File: config.mk
export PLATFORM = sky130hd
export DESIGN_NAME = op_sequencer
export DESIGN_NICKNAME = d
export VERILOG_FILES = /design/src/rtl/seq_pkg.sv /design/src/rtl/irq_prio_enc.sv /design/src/rtl/op_sequencer.sv
export SDC_FILE = /design/constraint.sdc
export NUM_CORES = 1
export LEC_CHECK = 0
export CORE_ASPECT_RATIO = 0.8
export CORE_UTILIZATION = 41
export CTS_BUF_LIST = sky130_fd_sc_hd__clkbuf_16
export DETAILED_ROUTE_END_ITERATION = 10
export GPL_TIMING_DRIVEN = 0
export PLACE_DENSITY = 0.8
export REMOVE_ABC_BUFFERS = 1
export SETUP_SLACK_MARGIN = 0.5
export SYNTH_ARGS = -nofsm -noshare
export SYNTH_HDL_FRONTEND = slang
export SYNTH_SLANG_ARGS = --single-unit
export TNS_END_PERCENT = 10
File: constraint.sdc
create_clock -name clk -period 2.4 [get_ports clk]
set_input_delay 0.72 -clock clk [delete_from_list [all_inputs] [get_ports clk]]
set_output_delay 0.72 -clock clk [all_outputs]
set_load 0.02 [all_outputs]
File: src/rtl/seq_pkg.sv
// Shared types and opcode constants for the SM83-style instruction sequencer.
package seq_pkg;
    typedef enum logic [1:0] {
        COND_NZ = 2'd0,
        COND_Z  = 2'd1,
        COND_NC = 2'd2,
        COND_C  = 2'd3
    } cond_t;

    typedef struct packed {
        logic z;
        logic n;
        logic h;
        logic c;
    } flags_t;

    localparam logic [7:0] PREFIX_OPCODE = 8'hCB;
    localparam logic [7:0] IRQ_OPCODE    = 8'hD3;
    localparam int         STEP_W_DEF    = 3;
endpackage

File: src/rtl/irq_prio_enc.sv
// Lowest-index-wins priority encoder for the interrupt request lines.
module irq_prio_enc #(
    parameter int  NUM_IRQ = 5,
    localparam int IDX_W   = (NUM_IRQ > 1) ? $clog2(NUM_IRQ) : 1
) (
    input  logic [NUM_IRQ-1:0] req,
    output logic               any,
    output logic [IDX_W-1:0]   idx,
    output logic [NUM_IRQ-1:0] onehot
);
    assign any = |req;

    // Scan from the top down so the lowest set index is the last one written.
    always_comb begin
        idx    = '0;
        onehot = '0;
        for (int i = NUM_IRQ - 1; i >= 0; i--) begin
            if (req[i]) begin
                idx       = IDX_W'(i);
                onehot    = '0;
                onehot[i] = 1'b1;
            end
        end
    end
endmodule

File: src/rtl/op_sequencer.sv
// Instruction sequencer: IR latch, micro-step counter, CB prefix, HALT, IME/EI delay, IRQ dispatch.
// Define SEQ_HALT_BUG_EN to model the SM83 HALT bug (double read of the byte after HALT).
module op_sequencer #(
    parameter int         STEP_W        = seq_pkg::STEP_W_DEF,
    parameter int         NUM_IRQ       = 5,
    parameter logic [7:0] PREFIX_OPCODE = seq_pkg::PREFIX_OPCODE,
    parameter logic [7:0] IRQ_OPCODE    = seq_pkg::IRQ_OPCODE,
    localparam int        IDX_W         = (NUM_IRQ > 1) ? $clog2(NUM_IRQ) : 1
) (
    input  logic               clk,
    input  logic               rst,
    input  logic               stall,
    input  logic               done,
    input  logic               is_cond,
    input  logic [1:0]         cond,
    input  logic [3:0]         flags,
    input  logic [STEP_W-1:0]  next_cond,
    input  logic [7:0]         d_in,
    input  logic               halt_req,
    input  logic               ime_set,
    input  logic               ime_clr,
    input  logic [NUM_IRQ-1:0] irq_req,
    output logic [7:0]         ir,
    output logic [STEP_W-1:0]  step,
    output logic               prefix,
    output logic               ime,
    output logic               halted,
    output logic               irq_active,
    output logic [IDX_W-1:0]   irq_idx,
    output logic [NUM_IRQ-1:0] irq_ack,
    output logic               seq_err,
    output logic               pc_inc_inhibit
);
    import seq_pkg::*;

`ifdef SEQ_HALT_BUG_EN
    localparam bit HALT_BUG = 1'b1;
`else
    localparam bit HALT_BUG = 1'b0;
`endif

    localparam logic [STEP_W-1:0] STEP_MAX = '1;

    flags_t               fl;
    logic                 matched;
    logic                 irq_any;
    logic [IDX_W-1:0]     enc_idx;
    logic [NUM_IRQ-1:0]   enc_onehot;
    logic                 ei_pend, ime_nxt, ei_nxt;
    logic                 halt_bug, enter_halt, pfx_case, dispatch;
    logic                 unused_nh;

    assign fl        = flags_t'(flags);
    assign unused_nh = ^{fl.n, fl.h};

    always_comb begin
        matched = 1'b0;
        case (cond_t'(cond))
            COND_NZ: matched = !fl.z;
            COND_Z:  matched =  fl.z;
            COND_NC: matched = !fl.c;
            COND_C:  matched =  fl.c;
            default: matched = 1'b0;
        endcase
    end

    irq_prio_enc #(.NUM_IRQ(NUM_IRQ)) u_enc (
        .req    (irq_req),
        .any    (irq_any),
        .idx    (enc_idx),
        .onehot (enc_onehot)
    );

    // The prefix suffix is never split from its CB byte by an interrupt.
    assign halt_bug   = HALT_BUG && !halted && done && halt_req && !ime && irq_any;
    assign enter_halt = !halted && done && halt_req && !halt_bug;
    assign pfx_case   = !halted && done && !halt_req && (ir == PREFIX_OPCODE) && !prefix;
    assign dispatch   = halted ? (irq_any && ime)
                               : (done && !halt_req && !pfx_case && ime && irq_any);

    // EI takes effect at a done only after that done's dispatch check used the old ime.
    always_comb begin
        ime_nxt = ime;
        ei_nxt  = ei_pend;
        if (dispatch) begin
            ime_nxt = 1'b0;
            ei_nxt  = 1'b0;
        end else if (!halted && done && (ei_pend || ime_set)) begin
            ime_nxt = 1'b1;
            ei_nxt  = 1'b0;
        end else if (ime_set) begin
            ei_nxt = 1'b1;
        end
        if (ime_clr) begin
            ime_nxt = 1'b0;
            ei_nxt  = 1'b0;
        end
    end

    always_ff @(posedge clk) begin
        if (!rst) begin
            ir             <= 8'h00;
            step           <= '0;
            prefix         <= 1'b0;
            ime            <= 1'b0;
            ei_pend        <= 1'b0;
            halted         <= 1'b0;
            irq_active     <= 1'b0;
            irq_idx        <= '0;
            irq_ack        <= '0;
            seq_err        <= 1'b0;
            pc_inc_inhibit <= 1'b0;
        end else if (stall) begin
            irq_ack <= '0;
        end else begin
            irq_ack        <= '0;
            pc_inc_inhibit <= 1'b0;
            ime            <= ime_nxt;
            ei_pend        <= ei_nxt;
            if (halted || done) begin
                step <= '0;
                if (halted && irq_any) halted <= 1'b0;
                if (enter_halt) begin
                    halted <= 1'b1;
                end else if (pfx_case) begin
                    ir     <= d_in;
                    prefix <= 1'b1;
                end else if (dispatch) begin
                    ir         <= IRQ_OPCODE;
                    prefix     <= 1'b0;
                    irq_active <= 1'b1;
                    irq_idx    <= enc_idx;
                    irq_ack    <= enc_onehot;
                end else if (!halted || irq_any) begin
                    ir             <= d_in;
                    prefix         <= 1'b0;
                    irq_active     <= 1'b0;
                    pc_inc_inhibit <= halt_bug;
                end
            end else if (is_cond && !matched) begin
                step <= next_cond;
            end else if (step == STEP_MAX) begin
                seq_err <= 1'b1;
            end else begin
                step <= step + 1'b1;
            end
        end
    end
endmodule

* After elaboration in Yosys (flattened, before gate mapping)
Index checks and enable logic that the tools add are counted.
** Storage, ports and cells
- Bits in registers :: 25
- Input port bits :: 30
- Output and inout bits :: 25
- Logic and storage cells :: 102
** Cells by class
- Add/sub/neg operators :: 1
- Eq/ne operators :: 6
- Muxes and demuxes :: 31
- Bitwise logic cells :: 7
- Reductions and logical operators :: 43
** Operator list (number)
- two-way mux 3 bit :: 9
- two-way mux 8 bit :: 3
- two-way mux 1 bit :: 15
- logical AND 1 bit :: 13
- AND reduction 5 bit :: 2
- OR reduction 10 bit :: 1
- OR reduction 9 bit :: 1
- equality test 8 bit (second input constant) :: 1
- AND reduction 4 bit :: 2
- OR reduction 8 bit :: 1
- logical NOT 1 bit :: 7
- inverter 1 bit :: 7
- OR reduction 7 bit :: 1
- AND reduction 2 bit :: 3
- nonzero test 3 bit :: 2
- OR reduction 6 bit :: 1
- two-way mux 5 bit :: 1
- OR reduction 5 bit :: 1
- equality test 2 bit (second input constant) :: 2
- two-way mux 4 bit :: 1
- case mux 1 bit (4 select lines) :: 1
- nonzero test 2 bit :: 2
- nonzero test 4 bit :: 1
- adder 3 x 1 -> 3 bit (second input constant) :: 1
- 7 further kinds :: 9

* Longest topological paths before layout
Gate-level depths: netlist of the first run.
- Word-level depth :: 12
- Depth in mapped cells :: 6
- Depth with buffers taken out :: 6

* Hierarchy
From an unflattened synthesis of the first run, not the netlist that was laid out.
** Second synthesis, totals
- Cells, all modules :: 136
- Area total of the unflattened synthesis :: 1233.7 µm²
** Modules (own cells, without submodules)
- op_sequencer :: times used 1, cells each 123, area an instance 1159.9 µm², sequential area each 500.5 µm²
- irq_prio_enc :: times used 1, cells each 13, area an instance 73.8 µm², sequential area each 0.0 µm²

* Worst setup path after synthesis of the first run
OpenSTA, ideal clock, no wires.
- Path kind :: input-to-reg
- From :: input port irq_req[2]
- To :: register ir[0]
- Setup time :: 0.122 ns
- Arrival time :: 1.963 ns
- Required time :: 2.278 ns
- Setup slack :: 0.315 ns
- Stages on the path :: 4
- Buffers on the path :: 0
- Cell sequence :: or4_1 o21ai_1 a21oi_2 o311a_1
** On the way
- Longest elaborated chain between the ends :: 5
- Elaborated cells on any way between the ends :: 9
- Classes of those cells :: mux: 3; reduce/logical: 6
** RTL lines
- from (decl) :: line op_sequencer.sv:22 : input logic [NUM_IRQ-1:0] irq_req,
- OR reduction 5 bit * :: line irq_prio_enc.sv:11 : assign any = |req;
- logical AND 1 bit (on tied branches) :: line op_sequencer.sv:79, op_sequencer.sv:78
- two-way mux 1 bit :: line op_sequencer.sv:78 : assign dispatch = halted ? (irq_any && ime)
- nonzero test 3 bit (no source line) or two-way mux 8 bit (tied branches)
- AND reduction 4 bit (no source line) or two-way mux 8 bit (tied branches)
- to (signal assigned) :: line op_sequencer.sv:126 : ir <= d_in;
- to (signal assigned) :: line op_sequencer.sv:135 : ir <= d_in;
- to (decl) :: line op_sequencer.sv:23 : output logic [7:0] ir,
Mark *: on every way between the ends. The rest lies on a longest branch, timed or not.
A chain may end at the register's enable or synchronous reset.

* Worst setup path after layout of the first run
- From :: register step[0]
- To :: output port step[0]
** RTL lines
- from (decl) :: line op_sequencer.sv:24 : output logic [STEP_W-1:0] step,
- from (signal assigned) :: line op_sequencer.sv:141 : step <= next_cond;
- from (signal assigned) :: line op_sequencer.sv:145 : step <= step + 1'b1;
No word-level cell between the ends.

==> results of run 1 <==
metal layers:
| layer | global-route usage, % | vias up | wire [um] |
|---|---|---|---|
| li1 | - | 661 | - |
| met1 | 29.3 | 657 | 1750 |
| met2 | 43.0 | 57 | 2020 |
| met3 | 7.68 | 6 | 263 |
| met4 | 9.63 | 0 | 66 |
| met5 | 0 | - | 0 |
what timing repair did:
action / 4_1_cts / 5_1_grt
hold buffers: 0 / 0
gates cloned: 1 / 0
buffers inserted: 12 / 7
resized for setup: 46 / 15
endpoints found under the setup margin: 49 / 48
pin swaps: 12 / 8
Yosys cell counts (2+ instances only):
| cell type | instances | area (um2) |
|---|---|---|
| dfxtp_1 | 25 | 500 |
| nand2_1 | 12 | 45.0 |
| mux2i_1 | 6 | 60.1 |
| a31oi_1 | 5 | 31.3 |
| inv_1 | 5 | 18.8 |
| nand3_1 | 5 | 25.0 |
| nor2_1 | 5 | 18.8 |
| nor3_1 | 5 | 25.0 |
| o211ai_1 | 5 | 37.5 |
| o21bai_1 | 5 | 37.5 |
| o311a_1 | 5 | 50.1 |
| buf_2 | 4 | 20.0 |
| clkbuf_1 | 4 | 15.0 |
| nand2b_1 | 4 | 25.0 |
| o21ai_0 | 4 | 20.0 |
| a21bo_2 | 3 | 30.0 |
| a21oi_1 | 3 | 15.0 |
| nor4_1 | 3 | 18.8 |
| o31ai_1 | 3 | 22.5 |
| a2111o_1 | 2 | 22.5 |
| ha_1 | 2 | 25.0 |
| nor4b_1 | 2 | 17.5 |
| or2_2 | 2 | 12.5 |
| or4_1 | 2 | 15.0 |
| or4b_2 | 2 | 20.0 |
worst max path at each step:
| stage | start | to | slack [ns] | cells past startpoint |
|---|---|---|---|---|
| final | step[0] | step[0] | 0.40 | 1 |
| after global routing | rst | irq_ack[3] | 0.28 | 4 |
| after CTS | flags[3] | step[2] | 0.30 | 5 |
| after detailed placement | irq_req[2] | ir[4] | -0.82 | 5 |
| after global placement | irq_req[2] | ir[3] | -0.78 | 5 |
| after floorplan | irq_req[2] | ir[2] | 0.03 | 4 |
through the flow:
| step | area [um2] | worst slack (ns) | TNS (ns) |
|---|---|---|---|
| after floorplan | 1230 | 0.0295 | 0 |
| after global placement | 1790 | -0.779 | -9.99 |
| after detailed placement | 1790 | -0.823 | -11.01 |
| after CTS | 2030 | 0.301 | 0 |
| after global routing | 2150 | 0.280 | 0 |
| final | 2150 | 0.396 | 0 |
logic make-up after synthesis:
logic type                 Yosys count  share of synthesized area, %
DFF                                 25                          39.4
buffers and inverters               14                          4.82
other                                1                         0.295
AOI/OAI and AO/OA                   42                          27.2
muxes                                6                          4.72
adders and majority gates            2                          1.97
and+or+nand+nor                     48                          21.7
cell usage in the layout (no fill, tap or decap), types with 3 or more instances in the layout:
cell / synthesis / final
a21bo_2: 3 / 3
nand3_1: 5 / 5
buf_4: 1 / 15
or4b_4: 1 / 3
a31oi_1: 5 / 5
o21ai_0: 4 / 3
mux2i_1: 6 / 3
mux2i_2: 0 / 3
a21oi_1: 3 / 3
o211ai_1: 5 / 5
inv_1: 5 / 4
nor4_1: 3 / 3
o311a_1: 5 / 5
clkdlybuf4s50_1: 0 / 39
buf_6: 0 / 5
clkbuf_16: 0 / 3
dlygate4sd2_1: 0 / 5
nor2_1: 5 / 5
dfxtp_1: 25 / 24
nor3_1: 5 / 4
o21bai_1: 5 / 5
nand2_1: 12 / 12
nand2b_1: 4 / 4
registers in the layout, summed over array words and instances, names as in the netlist, 3 cells and up:
register	count
step	3
ir	8
irq_ack	5
irq_idx	3
power by group:
| group | internal, mW | total, mW | switching, mW |
|---|---|---|---|
| registers | 0.428 | 0.440 | 0.0122 |
| logic | 0.112 | 0.216 | 0.104 |
| clock network | 0.231 | 0.391 | 0.161 |
| total | 0.770 | 1.05 | 0.277 |
worst min-delay path, delay by kind of cell, from the launching register on:
kind,cells,cell delay (ns)
flops,1,0.31
simple gates,1,0.05
mux,1,0.05
area by class of cell:
cell class | instances | share of cell area, %
Clock buffer | 3 | 3.50
Multi-Input combinational cell | 100 | 37.9
Tap cell | 38 | 2.21
Sequential cell | 25 | 23.5
Timing Repair Buffer | 70 | 31.6
Inverter | 5 | 0.874
Clock inverter | 1 | 0.408
==> impl_results.md, run 1 <==
* Outcome: completed
* EDFF count, synth at 0
* Layout cells sized above 1 at 26.0%
* Clk sinks at 25
* DRC Markers at 0
* Cell family with most CP delay: buffers and inverters
* Gr usage total at 25.0%
* Antenna-violating nets left at 0
* Mapped Cells at 138
* Final min period at 2.00 ns
* Peak fanout along the critical path at 4
* GPL Wtd Cong at 0.758
* Fin crit share at 83.5%
* Site Rows at 17
* Vias per cell at 5.71
* Layout Nets at 237
* Routed wire length per instance at 16.9 um
* First-pass GRT wire length at 6260 um
* Util after Layout at 75.3%
* Slew Viols, Final at 0
* Seq/Total Area, Yosys at 39.4%
* Inst Count DP at 218
* Multi-input gate area at 815 um2
* Cell Area, Synth at 0.00127 mm2
* Initial core utilization at 44.6%
* Vias in the first global route at 1359
* H-tree levels at 1
* Clock transition at path regs at 0.07 ns
* Cells along the critical path: clkdlybuf4s50_1
* CTS Root Cell: clkbuf_16
* Num CTS Buffers at 3
* Hold depth at 2
* PortBufs at 51
* Min-Delay Endpoint: irq_idx[2]
* Area Overhead vs Synth at 68.9%
* FF-to-FF setup slack at 0.46 ns
* Final Skew at 0.00599 ns
* Min-delay worst type: reg -> reg
* Req. time, crit path at 1.68 ns
* Final hold slack at 0.466 ns
* YS warnings at 0
* Post-synthesis register bit count at 25
* FF-to-FF End: ir[4]
* Via count at 1381
* Fill cells at 188
* CP Buf/Inv Count at 1
* Startpoint Class: flop
* Die ar. at 0.00333 mm2
* Clk_lat worst skew at 0.27 ns
* Post-DP HPWL at 2510 um
* Chip Height at 51.8 um
* DIE WIDTH at 64.3 um
* RSZ-0062 raised after global routing: yes
* CTS tree: yes
* GRT Residual Overflow at 0
* Synth cell types at 40
* Async S/R FF share, synth at 0%
* Worst R2R Path Depth at 5
* Hold Vio Cnt, Final at 0
* Post-synth top flop: dfxtp_1
* R2r startpoint: halted
* Antenna violations before repair at 0
* Pwr Total at 1.05 mW
* Core Area at 0.00285 mm2
* Register area at 504 um2
* Diodes inserted at 0
* Pwr/cell area at 488 mW/mm2
* Initial DRC count at 80
* Pre-Repair DR Iteration Count at 4
* Static Leak at 0.803 nW
* Avg Inst Size Synth at 9.21 um2
* Final setup violation count at 0
* Crit path DAT at 1.28 ns
* WS Path Type: reg -> out
* Non-filler cells, final at 242
* CP Capture Type: primary output
* Fmax at 499 MHz
* Hold Crit Start: irq_idx[2]
* Wirelength, routed at 4100 um
* Max Cap Viol at 0
* Worst VDD drop at 319 uV
* IO Pins at 55
* Clock Path Buffers at 2
* Largest net degree at the start of global routing at 23
* Slowest cell on the critical path: clkdlybuf4s50_1
* Critical Path Max Stage Delay at 0.63 ns
(Power assumes the default switching activity.)
==> run 2, diff against run 1 <==
CORE_UTILIZATION = 37   (was 41)
PLACE_DENSITY = 0.76   (was 0.8)
clock period = 1.8 ns   (was 2.4 ns; I/O delays follow)
==> run 2 against run 1 <==
The flow now finishes with violations (negative setup slack). Routed wire length increased by 2.7%. Cell count is 0.83% higher. Combinational power increased by 35%. Sequential share of layout area increased by 0.65 points. Largest cell class unchanged. Largest power group unchanged. Highest routed layer unchanged.
==> impl_results.md, run 2 (synthesis results as in run 1) <==
* Vias in the first global route at 1371
* Final Skew at 0.00187 ns
* Layout Nets at 237
* Die ar. at 0.00368 mm2
* DRC Markers at 0
* Top Layer Used: met4
* Num CTS Buffers at 3
* Leading cell type in the layout, fill and taps excluded: buf_4
* Diodes inserted at 0
* Peak fanout along the critical path at 4
* Multi-input gate area at 875 um2
* Setup TNS at -0.0337 ns
* DIE WIDTH at 67.5 um
* CTS Root Cell: clkbuf_16
* GRT Residual Overflow at 0
* Min-delay worst type: reg -> reg
* Outcome: complete, but fails checks
* Antenna violations before repair at 0
* Via count at 1376
* Clk sinks at 25
* Wirelength, routed at 4210 um
* Clock transition at path regs at 0.06 ns
* Chip Height at 54.4 um
* H-tree levels at 1
* Util after Layout at 67.3%
* Critical Path Max Stage Delay at 0.55 ns
* Most frequent cells in the layout: buf_4 (30), dfxtp_1 (15), clkdlybuf4s50_1 (13), nand2_1 (12)
* Core Area at 0.00318 mm2
* Gr usage total at 22.6%
* Slew Viols, Final at 0
* Placed cell areas at 0.00179 mm2
* Cells along the critical path: or4b_4 > o31ai_4 > buf_6 > a2111o_1 > buf_4 > o21ai_1
* Crit path DAT at 1.97 ns
* Final min period at 1.83 ns
* Fill cells at 250
* Max FFs per register at 8
* Pre-Repair DR Iteration Count at 4
* Met3 Wirelength at 260 um
* Layout cells sized above 1 at 48.0%
* Post-route worst setup slack at -0.0304 ns
* Vias per cell at 5.64
* IO Pins at 55
* Static Leak at 0.847 nW
* Register area at 515 um2
* Startpoint Class: flop
* Inst Count DP at 220
* Area Overhead vs Synth at 68.0%
* Site Rows at 18
* PortBufs at 51
* Largest net degree at the start of global routing at 23
* WS Path Type: reg -> reg
* RSZ-0062 raised after global routing: yes
* Pwr/cell area at 644 mW/mm2
* Initial core utilization at 40.0%
* Hold depth at 1
* Non-filler cells, final at 244
* Failing checks: negative setup slack
* Fmax at 546 MHz
* Clock Path Buffers at 2
* Final setup violation count at 2
* Initial DRC count at 63
* Clk_lat worst skew at 0.26 ns
* Worst VDD drop at 358 uV
* Worst R2R Path Depth at 6
* Antenna-violating nets left at 0
* CP Capture Type: flop
* Max Cap Viol at 0
* GPL Wtd Cong at 0.788
* Largest Register: ir
* Req. time, crit path at 1.94 ns
* CTS tree: yes
* Routed wire length per instance at 17.2 um
* Fin crit share at 102%
* Post-DP HPWL at 2460 um
* Slowest cell on the critical path: or4b_4
* Metal1 wirelength at 1820 um
* Met2 Wirelength at 2080 um
* Post-Layout Inst Area at 0.00214 mm2
* Top flop regs: ir (8), irq_ack (5)
* Hold Vio Cnt, Final at 0
* First-pass GRT wire length at 6190 um
==> run 2: cell count changes in the layout (fill, tap and decap cells not counted), sizes merged, moves of 4 or more <==
cell and delta:
clkdlybuf4s50 -26, buf +21, clkbuf +10, dlygate4sd2 -4
==> run 2: layout make-up <==
type	count	share of cell area [%]
clock buffers	3	3.51
multi-input cells	100	40.9
flip-flops and latches	25	24.1
repair buffers	70	27.9
well taps	40	2.34
clock inverters	1	0.234
inverters	5	0.879
==> run 2: critical path: cells and delay by family, from the launching register on <==
family                 cells  cell delay [ns]
and+or+nand+nor            1             0.55
AOI/OAI and AO/OA          3             0.51
DFF                        1             0.35
buffers and inverters      2             0.30
==> run 2: worst paths after layout <==
path / end / startpoint / slack, ns
hold reg to reg: seq_err / seq_err / 0.46
setup / recovery: irq_active / halted / -0.03
setup reg to reg: irq_active / halted / -0.03
hold / removal: seq_err / seq_err / 0.46
==> run 2: layer usage <==
metal,up-vias,track usage (%)
li1,656,-
met1,657,27.4
met2,57,40.3
met3,6,4.17
met4,0,7.09
met5,-,0
==> run 2: metrics by stage <==
| stage | power, mW | setup WS, ns | hold slack [ns] |
|---|---|---|---|
| 2_1_floorplan | 0.696 | -0.391 | 0.458 |
| 3_3_place_gp | 0.818 | -1.20 | 0.446 |
| 3_5_place_dp | 0.826 | -1.20 | 0.457 |
| 4_1_cts | 1.33 | 0.0432 | 0.475 |
| 5_1_grt | 1.41 | -0.0764 | 0.490 |
| 6_report | 1.37 | -0.0304 | 0.460 |
==> run 2: where the power goes <==
part | internal, mW | leakage, nW | switching (mW)
Sequential | 0.572 | 0.208 | 0.0171
Clock | 0.299 | 0.0409 | 0.195
Combinational | 0.147 | 0.598 | 0.144
Total | 1.02 | 0.847 | 0.356
==> run 2: timing repair <==
action | in CTS | in global routing
hold buffers | 0 | 0
buffers inserted | 11 | 8
gates resized for setup | 73 | 132
gates cloned | 1 | 0
endpoints found under the setup margin | 49 | 49
pin swaps | 24 | 13
